### src/rtl/timer_pkg.sv
// Shared constants and helpers for the timer_wb bus-mapped timer/compare unit.
// Optional auto-reload on COMPARE0 is enabled by defining TIMER_AUTORELOAD_EN.
package timer_pkg;

    typedef logic [2:0] tmr_addr_t;

    localparam tmr_addr_t TMR_COUNT    = 3'd0;
    localparam tmr_addr_t TMR_CTRL     = 3'd1;
    localparam tmr_addr_t TMR_STATUS   = 3'd2;
    localparam tmr_addr_t TMR_PRESCALE = 3'd3;
    localparam tmr_addr_t TMR_COMPARE0 = 3'd4;

    localparam int CTRL_RUN_BIT   = 0;
    localparam int CTRL_IRQEN_LSB = 1;

    localparam logic [31:0] COMPARE_RESET = 32'hFFFF_FFFF;

    // Expands the byte-lane selects into a per-bit write mask.
    function automatic logic [31:0] lane_mask(input logic [3:0] sel);
        logic [31:0] m;
        for (int b = 0; b < 4; b++) begin
            m[8*b +: 8] = {8{sel[b]}};
        end
        return m;
    endfunction

endpackage

### src/rtl/timer_prescale.sv
// Prescaler for timer_wb: counts while running and emits a tick when pcnt reaches PRESCALE.
module timer_prescale #(
    parameter int PWIDTH = 16
) (
    input  logic              clk_i,
    input  logic              rst_i,
    input  logic              run_i,
    input  logic              clr_i,
    input  logic [PWIDTH-1:0] prescale_i,
    output logic              tick_o
);

    logic [PWIDTH-1:0] pcnt_q;
    logic [PWIDTH-1:0] pcnt_d;

    always_comb begin
        tick_o = run_i && (pcnt_q == prescale_i);
        pcnt_d = pcnt_q;
        if (clr_i || tick_o) begin
            pcnt_d = '0;
        end else if (run_i) begin
            pcnt_d = pcnt_q + 1'b1;
        end
    end

    always_ff @(posedge clk_i or posedge rst_i) begin
        if (rst_i) begin
            pcnt_q <= '0;
        end else begin
            pcnt_q <= pcnt_d;
        end
    end

endmodule

### src/rtl/timer_wb.sv
// Bus-mapped 32-bit timer with prescaler and NCHAN sticky compare channels driving irq_o.
// Defining TIMER_AUTORELOAD_EN makes COUNT reload to 0 when it would reach COMPARE0.
module timer_wb
    import timer_pkg::*;
#(
    parameter int NCHAN  = 3,
    parameter int PWIDTH = 16
) (
    input  logic             clk_i,
    input  logic             rst_i,
    input  logic             cyc_i,
    input  logic             stb_i,
    input  logic             we_i,
    input  logic [3:0]       sel_i,
    input  logic [2:0]       adr_i,
    input  logic [31:0]      dat_i,
    output logic [31:0]      dat_o,
    output logic             ack_o,
    output logic [NCHAN-1:0] irq_o
);

    logic              ack_q;
    logic [31:0]       dat_q;
    logic [31:0]       count_q,  count_d;
    logic [NCHAN:0]    ctrl_q,   ctrl_d;
    logic [NCHAN-1:0]  pend_q,   pend_d;
    logic [PWIDTH-1:0] presc_q,  presc_d;
    logic [31:0]       cmp_q [NCHAN];
    logic [31:0]       cmp_d [NCHAN];

    logic              req;
    logic              wr_en;
    logic              count_wr;
    logic              presc_wr;
    logic              tick;
    logic [31:0]       lmask;
    logic [31:0]       count_inc;
    logic [31:0]       rdata;
    logic [NCHAN-1:0]  match;

    assign req       = cyc_i & stb_i;
    assign wr_en     = req & we_i & ack_q;
    assign lmask     = lane_mask(sel_i);
    assign count_wr  = wr_en && (adr_i == TMR_COUNT);
    assign presc_wr  = wr_en && (adr_i == TMR_PRESCALE);
    assign count_inc = count_q + 32'd1;

    timer_prescale #(
        .PWIDTH(PWIDTH)
    ) u_prescale (
        .clk_i      (clk_i),
        .rst_i      (rst_i),
        .run_i      (ctrl_q[CTRL_RUN_BIT]),
        .clr_i      (count_wr | presc_wr),
        .prescale_i (presc_q),
        .tick_o     (tick)
    );

    // A bus write to COUNT overrides the tick, so no match is evaluated that cycle.
    always_comb begin
        match = '0;
        for (int n = 0; n < NCHAN; n++) begin
            match[n] = tick && !count_wr && (count_inc == cmp_q[n]);
        end
    end

    always_comb begin
        count_d = count_q;
        if (count_wr) begin
            count_d = (count_q & ~lmask) | (dat_i & lmask);
        end else if (tick) begin
`ifdef TIMER_AUTORELOAD_EN
            count_d = (count_inc == cmp_q[0]) ? 32'd0 : count_inc;
`else
            count_d = count_inc;
`endif
        end
    end

    always_comb begin
        ctrl_d  = ctrl_q;
        presc_d = presc_q;
        pend_d  = pend_q;
        for (int n = 0; n < NCHAN; n++) begin
            cmp_d[n] = cmp_q[n];
        end

        if (wr_en && (adr_i == TMR_CTRL)) begin
            ctrl_d = (ctrl_q & ~lmask[NCHAN:0]) | (dat_i[NCHAN:0] & lmask[NCHAN:0]);
        end
        if (presc_wr) begin
            presc_d = (presc_q & ~lmask[PWIDTH-1:0]) | (dat_i[PWIDTH-1:0] & lmask[PWIDTH-1:0]);
        end
        if (wr_en && (adr_i == TMR_STATUS) && sel_i[0]) begin
            pend_d = pend_q & ~dat_i[NCHAN-1:0];
        end
        for (int n = 0; n < NCHAN; n++) begin
            if (wr_en && (adr_i == TMR_COMPARE0 + 3'(n))) begin
                cmp_d[n] = (cmp_q[n] & ~lmask) | (dat_i & lmask);
            end
        end

        // Applied after the clear so a coincident match keeps the flag set.
        pend_d = pend_d | match;
    end

    always_comb begin
        rdata = '0;
        case (adr_i)
            TMR_COUNT:    rdata = count_q;
            TMR_CTRL:     rdata[NCHAN:0] = ctrl_q;
            TMR_STATUS:   rdata[NCHAN-1:0] = pend_q;
            TMR_PRESCALE: rdata[PWIDTH-1:0] = presc_q;
            default: begin
                for (int n = 0; n < NCHAN; n++) begin
                    if (adr_i == TMR_COMPARE0 + 3'(n)) begin
                        rdata = cmp_q[n];
                    end
                end
            end
        endcase
    end

    always_ff @(posedge clk_i or posedge rst_i) begin
        if (rst_i) begin
            ack_q   <= 1'b0;
            dat_q   <= '0;
            count_q <= '0;
            ctrl_q  <= '0;
            pend_q  <= '0;
            presc_q <= '0;
            for (int n = 0; n < NCHAN; n++) begin
                cmp_q[n] <= COMPARE_RESET;
            end
        end else begin
            ack_q   <= req & ~ack_q;
            dat_q   <= (req & ~ack_q) ? rdata : 32'd0;
            count_q <= count_d;
            ctrl_q  <= ctrl_d;
            pend_q  <= pend_d;
            presc_q <= presc_d;
            for (int n = 0; n < NCHAN; n++) begin
                cmp_q[n] <= cmp_d[n];
            end
        end
    end

    assign ack_o = ack_q;
    assign dat_o = dat_q;
    assign irq_o = pend_q & ctrl_q[NCHAN:CTRL_IRQEN_LSB];

endmodule

### config.mk
export PLATFORM = sky130hd
export DESIGN_NAME = timer_wb
export DESIGN_NICKNAME = d
export VERILOG_FILES = /design/src/rtl/timer_pkg.sv /design/src/rtl/timer_prescale.sv /design/src/rtl/timer_wb.sv
export SDC_FILE = /design/constraint.sdc
export NUM_CORES = 1
export LEC_CHECK = 0
export CAP_MARGIN = 20
export CORE_MARGIN = 2
export CORE_UTILIZATION = 50
export DETAILED_ROUTE_END_ITERATION = 8
export PLACE_DENSITY = 0.75
export SLEW_MARGIN = 20
export SYNTH_ARGS = -nofsm -noshare
export SYNTH_HDL_FRONTEND = slang
export SYNTH_SLANG_ARGS = --single-unit
### constraint.sdc
create_clock -name clk_i -period 7.8 [get_ports clk_i]
set_input_delay 1.17 -clock clk_i [delete_from_list [all_inputs] [get_ports clk_i]]
set_output_delay 1.17 -clock clk_i [all_outputs]
set_load 0.02 [all_outputs]
Word level (Yosys, flattened, before mapping)
Index checks and enable logic that the tools add are counted.

Add/subtract/negate cells: 2. Multiply operators: 0. Divide/modulo/power cells: 0. Order comparisons: 0. Equality and inequality tests: 10. Shift operators: 0. Multiplexer cells: 13. Bitwise operators: 28. Reduce and logical (&&, ||, !) cells: 20.

Operators by type and width (count): $mux W32 (6); $and A32 B32 Y32 (5); $or A32 B32 Y32 (4); $eq A32 B32 Y1 (3); $pmux W12 S3 (1); $add A32 B1 Y32 const B (1); $and A16 B16 Y16 (2); $mux W16 (2); $not A32 Y32 (1); $pmux W16 S2 (1); $add A16 B1 Y16 const B (1); $eq A16 B16 Y1 (1); $not A16 Y16 (1); $or A16 B16 Y16 (1); $logic_and A1 B1 Y1 (13); $pmux W3 S4 (1); $eq A3 B3 Y1 const B (3); $and A4 B4 Y4 (2); $and A3 B3 Y3 (2); $eq A3 B2 Y1 const B (2); $and A1 B1 Y1 (4); $not A4 Y4 (1); $or A4 B4 Y4 (1); $pmux W1 S4 (1); other kinds (12) (13).

Register bits after elaboration: 200. Bits in latches: 0. Memory bits (writable): 0. Memory bits (read-only): 0. Bits of input ports: 44. Output and inout bits: 36. Word-level logic and storage cells: 83. Memories kept: 0.

Logic depth before layout (Yosys ltp)
Gate-level depths: netlist (run 1).

Word-level depth: 8. Gate-level depth with buffers: 11. Depth with buffers taken out: 9.

Hierarchy
A second synthesis (run 1) with hierarchy kept.

Cell total of the unflattened synthesis: 1315. Area total of the unflattened synthesis: 12827.3 µm².

By module, submodules not included: timer_wb (instances 1, cells an instance 1212, area an instance 11856.4 µm², seq. area each 4724.5 µm²); timer_prescale (instances 1, cells an instance 103, area an instance 970.9 µm², seq. area each 400.4 µm²).

Least setup slack after synthesis (run 1)
No wires, ideal clock.

Path type: register -> register. Start point: register (tool-made name). End point: register pend_q[2]. Setup time: 0.092 ns. Arrival: 3.010 ns. Required time: 7.708 ns. Slack: 4.699 ns. Cell stages (with the launch flop): 12. Path buffers: 2. Clock period less this slack: 3.101 ns. Path through: dfrtp_1 ha_1 buf_2 nand3_1 or3_1 clkbuf_1 or3_1 xnor2_1 xnor2_1 nand4_1 or4_1 o31ai_2.

RTL lines: end signal, assigned (line timer_wb.sv:140) `pend_q <= pend_d;`; end, declared (line timer_wb.sv:26) `logic [NCHAN-1:0] pend_q, pend_d;`.

==> results by group, run 1 <==
GRT
  – Initial antenna violation count: 0
  – GRT Overall Usage: 31.26%
  – Remaining global-route overflow: 0
  – Vias in the first global route: 9652
  – Global-route wire length before repair: 58720 um
  – Largest net degree at the start of global routing: 131

Timing
  – Clock tree skew after final layout: 0.01534 ns
  – Post-route setup TNS: 0 ns
  – Final Cycle Share: 51.04%
  – Final Slew Violations: 0
  – Number of setup violations in the final report: 0
  – Hold violation total from the final report: 0
  – Worst rel slew slack: 28.26%
  – Unrepaired setup endpoints after global routing: no
  – Tmin final: 3.982 ns
  – Fmax: 251.2 MHz
  – Transition time at the pin with the least slew margin: 1.066 ns
  – Worst Slack Setup Final: 3.819 ns

Route
  – Total number of vias: 10108
  – Via density: 6.345
  – Detailed-route DRC error count: 0
  – Number of detailed-route iterations in the first pass: 5
  – Routed wire length: 37950 um
  – Number of antenna-violating nets in the routed design: 0
  – Iter 0 DRT Violations: 1140
  – Wire per inst: 23.82 um

Synthesis
  – Synth Register Bits: 200
  – Proportion of register bits with asynchronous set or reset after synthesis: 100.0%
  – Total standard cell area after synthesis: 11880 sq um
  – Sequential-to-total area share from yosys stat: 43.14%
  – Syn Area/Cell: 9.620 sq um
  – Count of warnings emitted by yosys: 0
  – Area contributors post-synth: dfrtp_1 22%, dfstp_2 21%, mux2_2 11%, nor2_1 4.8%, xnor2_1 4.7%
  – Synth cell types: 69
  – Post-Synthesis Net Count: 1281
  – Cell count after synthesis: 1235
  – Cell with the most instances after synthesis: nor2_1
  – Most used standard cells in the synthesized netlist: 153 x nor2_1, 117 x mux2_2, 108 x nand2_1, 104 x dfrtp_1, 96 x dfstp_2
  – Cell taking the most area after synthesis: dfrtp_1
  – Area share of the largest cell type after synthesis: 21.91%
  – Number of enable-type register cells in the synthesized netlist: 0
  – Top FF cell, synth: dfrtp_1

Setup path
  – Reg-to-reg endpoint: pend_q[0]$_DFF_PP0_
  – Element type at the critical path start: flop
  – Critical path's largest stage delay: 0.66 ns
  – Setup CP Type: flop to flop
  – CP Data Arrival Time: 4.34 ns
  – Worst-path maximum fanout: 11
  – Worst-path cell chain: ha_1 -> nand3_1 -> or3_1 -> nor3_1 -> nand2_1 -> and3_1 -> nor4b_1 -> nand4_1 -> o31ai_1
  – Cell with the largest stage delay on the worst path: or3_1
  – Critical path data required time: 8.16 ns
  – R2R depth: 9
  – Minimum setup slack among reg-to-reg paths: 3.82 ns
  – Critical Path Sink Type: flop

Job
  – Reported max-cap violation count: 0

Placement
  – Final GP Congestion: 1.010
  – Post-detailed-placement half-perimeter wirelength: 27380 um
  – Number of instances in the placed design: 1561
  – Minimum setup slack after placement: 3.745 ns
  – Number of input and output port buffers inserted: 79

Floorplan
  – Die span in y: 158.1 um
  – Die ar.: 25010 sq um
  – Number of rows in the core area: 56
  – Initial cell density of the core: 50.76%
  – Core footprint: 23400 sq um
  – I/O pin cnt: 80
  – Horizontal die dimension: 158.1 um

Clock network
  – Buffers inserted during post-CTS setup optimization: 0
  – # clock sinks: 200
  – TritonCTS buffer count: 17
  – CTS Buffer Depth: 2
  – Root buffer cell: clkbuf_16
  – Worst-path clk slew: 0.08 ns
  – Post-cts resize count: 0
  – # H-tree levels: 4
  – Clk Latency, worst-skew pair: 0.45 ns
  – Hold bufs inserted after CTS: 0
  – Clock tree from TritonCTS: yes

Power and ir drop
  – Maximum vdd drop: 0.0001317 V
  – Power Density: 195.8 nW/um^2
  – Total power: 0.002628 W
  – Static Leak: 5.301 nW

Hold path
  – Hold Path Cell Cnt: 1
  – Kind of path behind the tightest hold check: flop to flop

Finish
  – Ant diodes: 0
  – Final-stage net count: 1307
  – Area overhead of the layout relative to synthesis: 12.96%
  – Non-Filler Instances: 1593
  – Fraction of layout cells with a size suffix above 1: 21.51%

Status
  – Outcome: finished clean
-- worst max-delay path, delay by kind of cell (launching register included) --
family	cells	cell delay, ns
flip-flops	1	0.63
AND/OR/NAND/NOR	7	2.62
adder cells (fa/ha/maj)	1	0.37
AO/OA/AOI/OAI	1	0.27
-- cell type report --
class	instances	area, sq um
sequential	200	5125
clock buffer	21	470.5
fill	2066	9982
inverter	12	52.55
tap	319	399.1
clock inverter	11	136.4
timing repair buffer	88	843.3
multi-input combinational	942	6394
-- worst max-delay path by stage --
stage / endpoint / slack (ns)
2_1_floorplan: async pin / 1.33
3_3_place_gp: pend_q[2]$_DFF_PP0_ / 3.85
3_5_place_dp: pend_q[1]$_DFF_PP0_ / 3.74
4_1_cts: pend_q[2]$_DFF_PP0_ / 3.93
5_1_grt: pend_q[0]$_DFF_PP0_ / 3.59
6_report: pend_q[0]$_DFF_PP0_ / 3.82
-- stage by stage --
| step | utilization (%) | area, sq um | hold WS, ns |
|---|---|---|---|
| 6_report | 57.35 | 13420 | 0.5331 |
| 5_1_grt | 57.35 | 13420 | 0.5419 |
| 4_1_cts | 57.33 | 13420 | 0.5323 |
| 3_5_place_dp | 54.74 | 12810 | 0.5129 |
| 3_3_place_gp | 54.74 | 12810 | 0.5040 |
| 2_1_floorplan | - | 11880 | 0.4555 |
-- cells by family after synthesis --
logic type      Yosys count  share of synthesized area (%)
compound gates          231                          12.94
xor+xnor                123                          9.184
simple gates            447                          18.01
flops                   200                          43.14
buf+inv                  93                          3.254
fa+ha+maj                 3                         0.2949
mux                     138                          13.18
-- cell usage in the layout, fill, tap and decap left out, drive strengths merged, types with 6 or more instances in the layout --
| master | instances |
|---|---|
| nor2 | 153 |
| mux2 | 117 |
| nand2 | 108 |
| dfrtp | 104 |
| dfstp | 96 |
| clkdlybuf4s50 | 76 |
| xnor2 | 64 |
| xor2 | 58 |
| a21oi | 55 |
| o21ai | 52 |
| a211oi | 44 |
| nor3 | 38 |
| nand3 | 31 |
| nand4 | 21 |
| clkbuf | 21 |
| nor4 | 20 |
| mux2i | 18 |
| inv | 17 |
| and3 | 15 |
| a221oi | 15 |
| and2 | 15 |
| buf | 12 |
| and4 | 10 |
| o22ai | 8 |
| or3 | 7 |
| o221ai | 7 |
| a31oi | 7 |
| nand3b | 6 |
| nand2b | 6 |
| o2111ai | 6 |
| a311oi | 6 |
-- metal layers --
metal	wire length [um]	track usage [%]	part of all wire [%]
met1	16130	43.11	42
met2	18180	51.30	48
met3	2589	3.915	6.8
met4	1049	10.25	2.8
met5	0	0	0
-- power by group --
part / internal [W] / switching (W)
clock network: 0.000506 / 0.000425
logic: 0.000197 / 0.000277
registers: 0.00111 / 0.000115
No activity file was read; power rests on OpenSTA's default activity.
==> run 2: changes to the inputs <==
PLACE_DENSITY = 0.78   (was 0.75)
clock period = 3.4 ns   (was 7.8 ns; I/O delays follow)
==> run 2 against run 1 <==
Compared with the run above:
- design area up 4.1%
- sequential cell count unchanged
- sequential share of layout area down 1.5 points
- register-to-register slack worse by 3.6 ns
==> results by group, run 2 (synthesis results as in run 1) <==
Status
  – Outcome: finished clean

Timing
  – Hold violation total from the final report: 0 (unchanged)
  – Post-route setup TNS: 0 ns (unchanged)
  – Unrepaired setup endpoints after global routing: no
  – Final Cycle Share: 94.63% (+44 points)
  – Clock tree skew after final layout: 0.01265 ns (-0.002690 ns)
  – Worst rel slew slack: 35.90% (+7.6 points)
  – Final Slew Violations: 0 (unchanged)
  – Number of setup violations in the final report: 0 (unchanged)
  – Fmax: 310.8 MHz (+24%)
  – Transition time at the pin with the least slew margin: 0.9594 ns (-0.1068 ns)
  – Tmin final: 3.218 ns (-0.7640 ns)

Route
  – Total number of vias: 10428 (+3.2%)
  – Via density: 6.278 (-1.1%)
  – Detailed-route DRC error count: 0 (unchanged)
  – Number of detailed-route iterations in the first pass: 5 (unchanged)
  – Number of antenna-violating nets in the routed design: 0 (unchanged)
  – Iter 0 DRT Violations: 1224 (+7.4%)
  – Wire per inst: 24.26 um (+1.8%)
  – Routed wire length: 40290 um (+6.2%)

Power and ir drop
  – Static Leak: 5.625 nW (+6.1%)
  – Power Density: 435.7 nW/um^2 (+120%)
  – Maximum vdd drop: 0.0002616 V (+99%)

Job
  – Reported max-cap violation count: 0 (unchanged)

Floorplan
  – Initial cell density of the core: 50.76% (unchanged)
  – Die span in y: 158.1 um (unchanged)
  – Core footprint: 23400 sq um (unchanged)
  – I/O pin cnt: 80 (unchanged)
  – Number of rows in the core area: 56 (unchanged)
  – Die ar.: 25010 sq um (unchanged)
  – Horizontal die dimension: 158.1 um (unchanged)

Setup path
  – Cell with the largest stage delay on the worst path: dfrtp_1
  – Worst-path maximum fanout: 7 (-4)
  – Critical path's largest stage delay: 0.50 ns (-0.16 ns)
  – Critical path data required time: 3.76 ns (-4.40 ns)
  – CP Data Arrival Time: 3.57 ns (-0.77 ns)
  – Element type at the critical path start: flop
  – Worst-path cell chain: ha_1 -> nand3_1 -> or3_1 -> buf_4 -> nor4_2 -> xor2_1 -> o211ai_1 -> nor4b_1 -> nand4_1 -> o31ai_1
  – Critical Path Sink Type: flop
  – Setup CP Type: flop to flop

Clock network
  – # clock sinks: 200 (unchanged)
  – Hold bufs inserted after CTS: 0 (unchanged)
  – # H-tree levels: 4 (unchanged)
  – Buffers inserted during post-CTS setup optimization: 0 (unchanged)
  – TritonCTS buffer count: 17 (unchanged)
  – Clock tree from TritonCTS: yes
  – Clk Latency, worst-skew pair: 0.45 ns (about the same)
  – Worst-path clk slew: 0.08 ns (about the same)
  – CTS Buffer Depth: 2 (unchanged)
  – Root buffer cell: clkbuf_16

GRT
  – Global-route wire length before repair: 62230 um (+6.0%)
  – GRT Overall Usage: 33.55% (+2.3 points)
  – Vias in the first global route: 10181 (+5.5%)
  – Remaining global-route overflow: 0 (unchanged)
  – Initial antenna violation count: 0 (unchanged)
  – Largest net degree at the start of global routing: 46 (-65%)

Finish
  – Commonest non-fill, non-tap cell in the layout: nor2_1
  – Share of the core filled with cells in the final layout: 59.68% (+2.3 points)
  – Final-stage net count: 1375 (+5.2%)
  – Area overhead of the layout relative to synthesis: 17.56%
  – Highest-count cells in the layout ignoring fill and taps: 152 x nor2_1, 117 x mux2_2, 108 x nand2_1
  – Ant diodes: 0 (unchanged)
  – Fraction of layout cells with a size suffix above 1: 25.63% (+4.1 points)

Placement
  – Final GP Congestion: 1.098 (+8.7%)
  – Post-detailed-placement half-perimeter wirelength: 30550 um (+12%)
  – Number of input and output port buffers inserted: 79 (unchanged)

Hold path
  – Kind of path behind the tightest hold check: flop to flop
run 2: cell count changes in the layout (fill, tap and decap cells not counted), moves of 2 or more:
cell	before	now
buf_4	9	73
buf_12	0	4
clkinv_8	0	4
inv_6	4	1
bufinv_16	2	0
clkbuf_8	3	1
inv_8	2	4
run 2: area by class of cell:
cell class | instances | area (sq um)
inverters | 12 | 48.80
fillers | 2028 | 9437
well taps | 319 | 399.1
flip-flops and latches | 200 | 5126
clock buffers | 18 | 439.2
multi-input cells | 942 | 6391
clock inverters | 14 | 157.7
repair buffers | 156 | 1404
run 2: critical path: cells and delay by family, from the launching register on:
family,cells,cell delay (ns)
simple gates,5,1.49
flops,1,0.50
compound gates,2,0.38
fa+ha+maj,1,0.34
xor+xnor,1,0.24
buf+inv,1,0.18
run 2: layer usage:
metal | wire [um] | GRT usage [%] | vias up | part of all wire, %
li1 | - | - | 4637 | -
met1 | 16490 | 44.30 | 5170 | 41
met2 | 19180 | 55.28 | 525 | 48
met3 | 3157 | 5.858 | 96 | 7.8
met4 | 1473 | 12.61 | 0 | 3.7
met5 | 0 | 0 | - | 0
run 2: power breakdown:
group	internal, W	total (W)	switching [W]
Sequential	0.00254	0.00274	0.000193
Clock	0.00101	0.00205	0.00104
Combinational	0.000541	0.00130	0.000759
run 2: worst paths after layout:
check,from,endpoint,slack (ns),depth (start not counted)
max in group asynchronous,rst_i,async pin,1.98,3
worst min register to register,flop,flop,0.54,1
worst min-delay path,flop,flop,0.54,1
min in group asynchronous,rst_i,dat_o[28]$_DFF_PP0_,0.62,2
worst max register to register,flop,pend_q[0]$_DFF_PP0_,0.18,10
worst max-delay path,flop,pend_q[0]$_DFF_PP0_,0.18,10
run 2: timing repair:
action | CTS | global route
hold endpoints to repair | 0 | 0
gates resized for setup | 0 | 2
endpoints found under the setup margin | 0 | 1
run 2: stage by stage:
step,cell area (sq um),std cells,hold slack [ns],setup slack [ns],power (W)
after floorplan,11880,1235,0.4555,0.2985,0.003517
after global placement,13360,1629,0.5159,0.2328,0.004019
after detailed placement,13360,1629,0.5308,0.2128,0.004040
after CTS,13960,1661,0.5441,0.1748,0.006083
after global routing,13970,1661,0.5788,0.009093,0.006321
final,13970,1661,0.5433,0.1825,0.006085
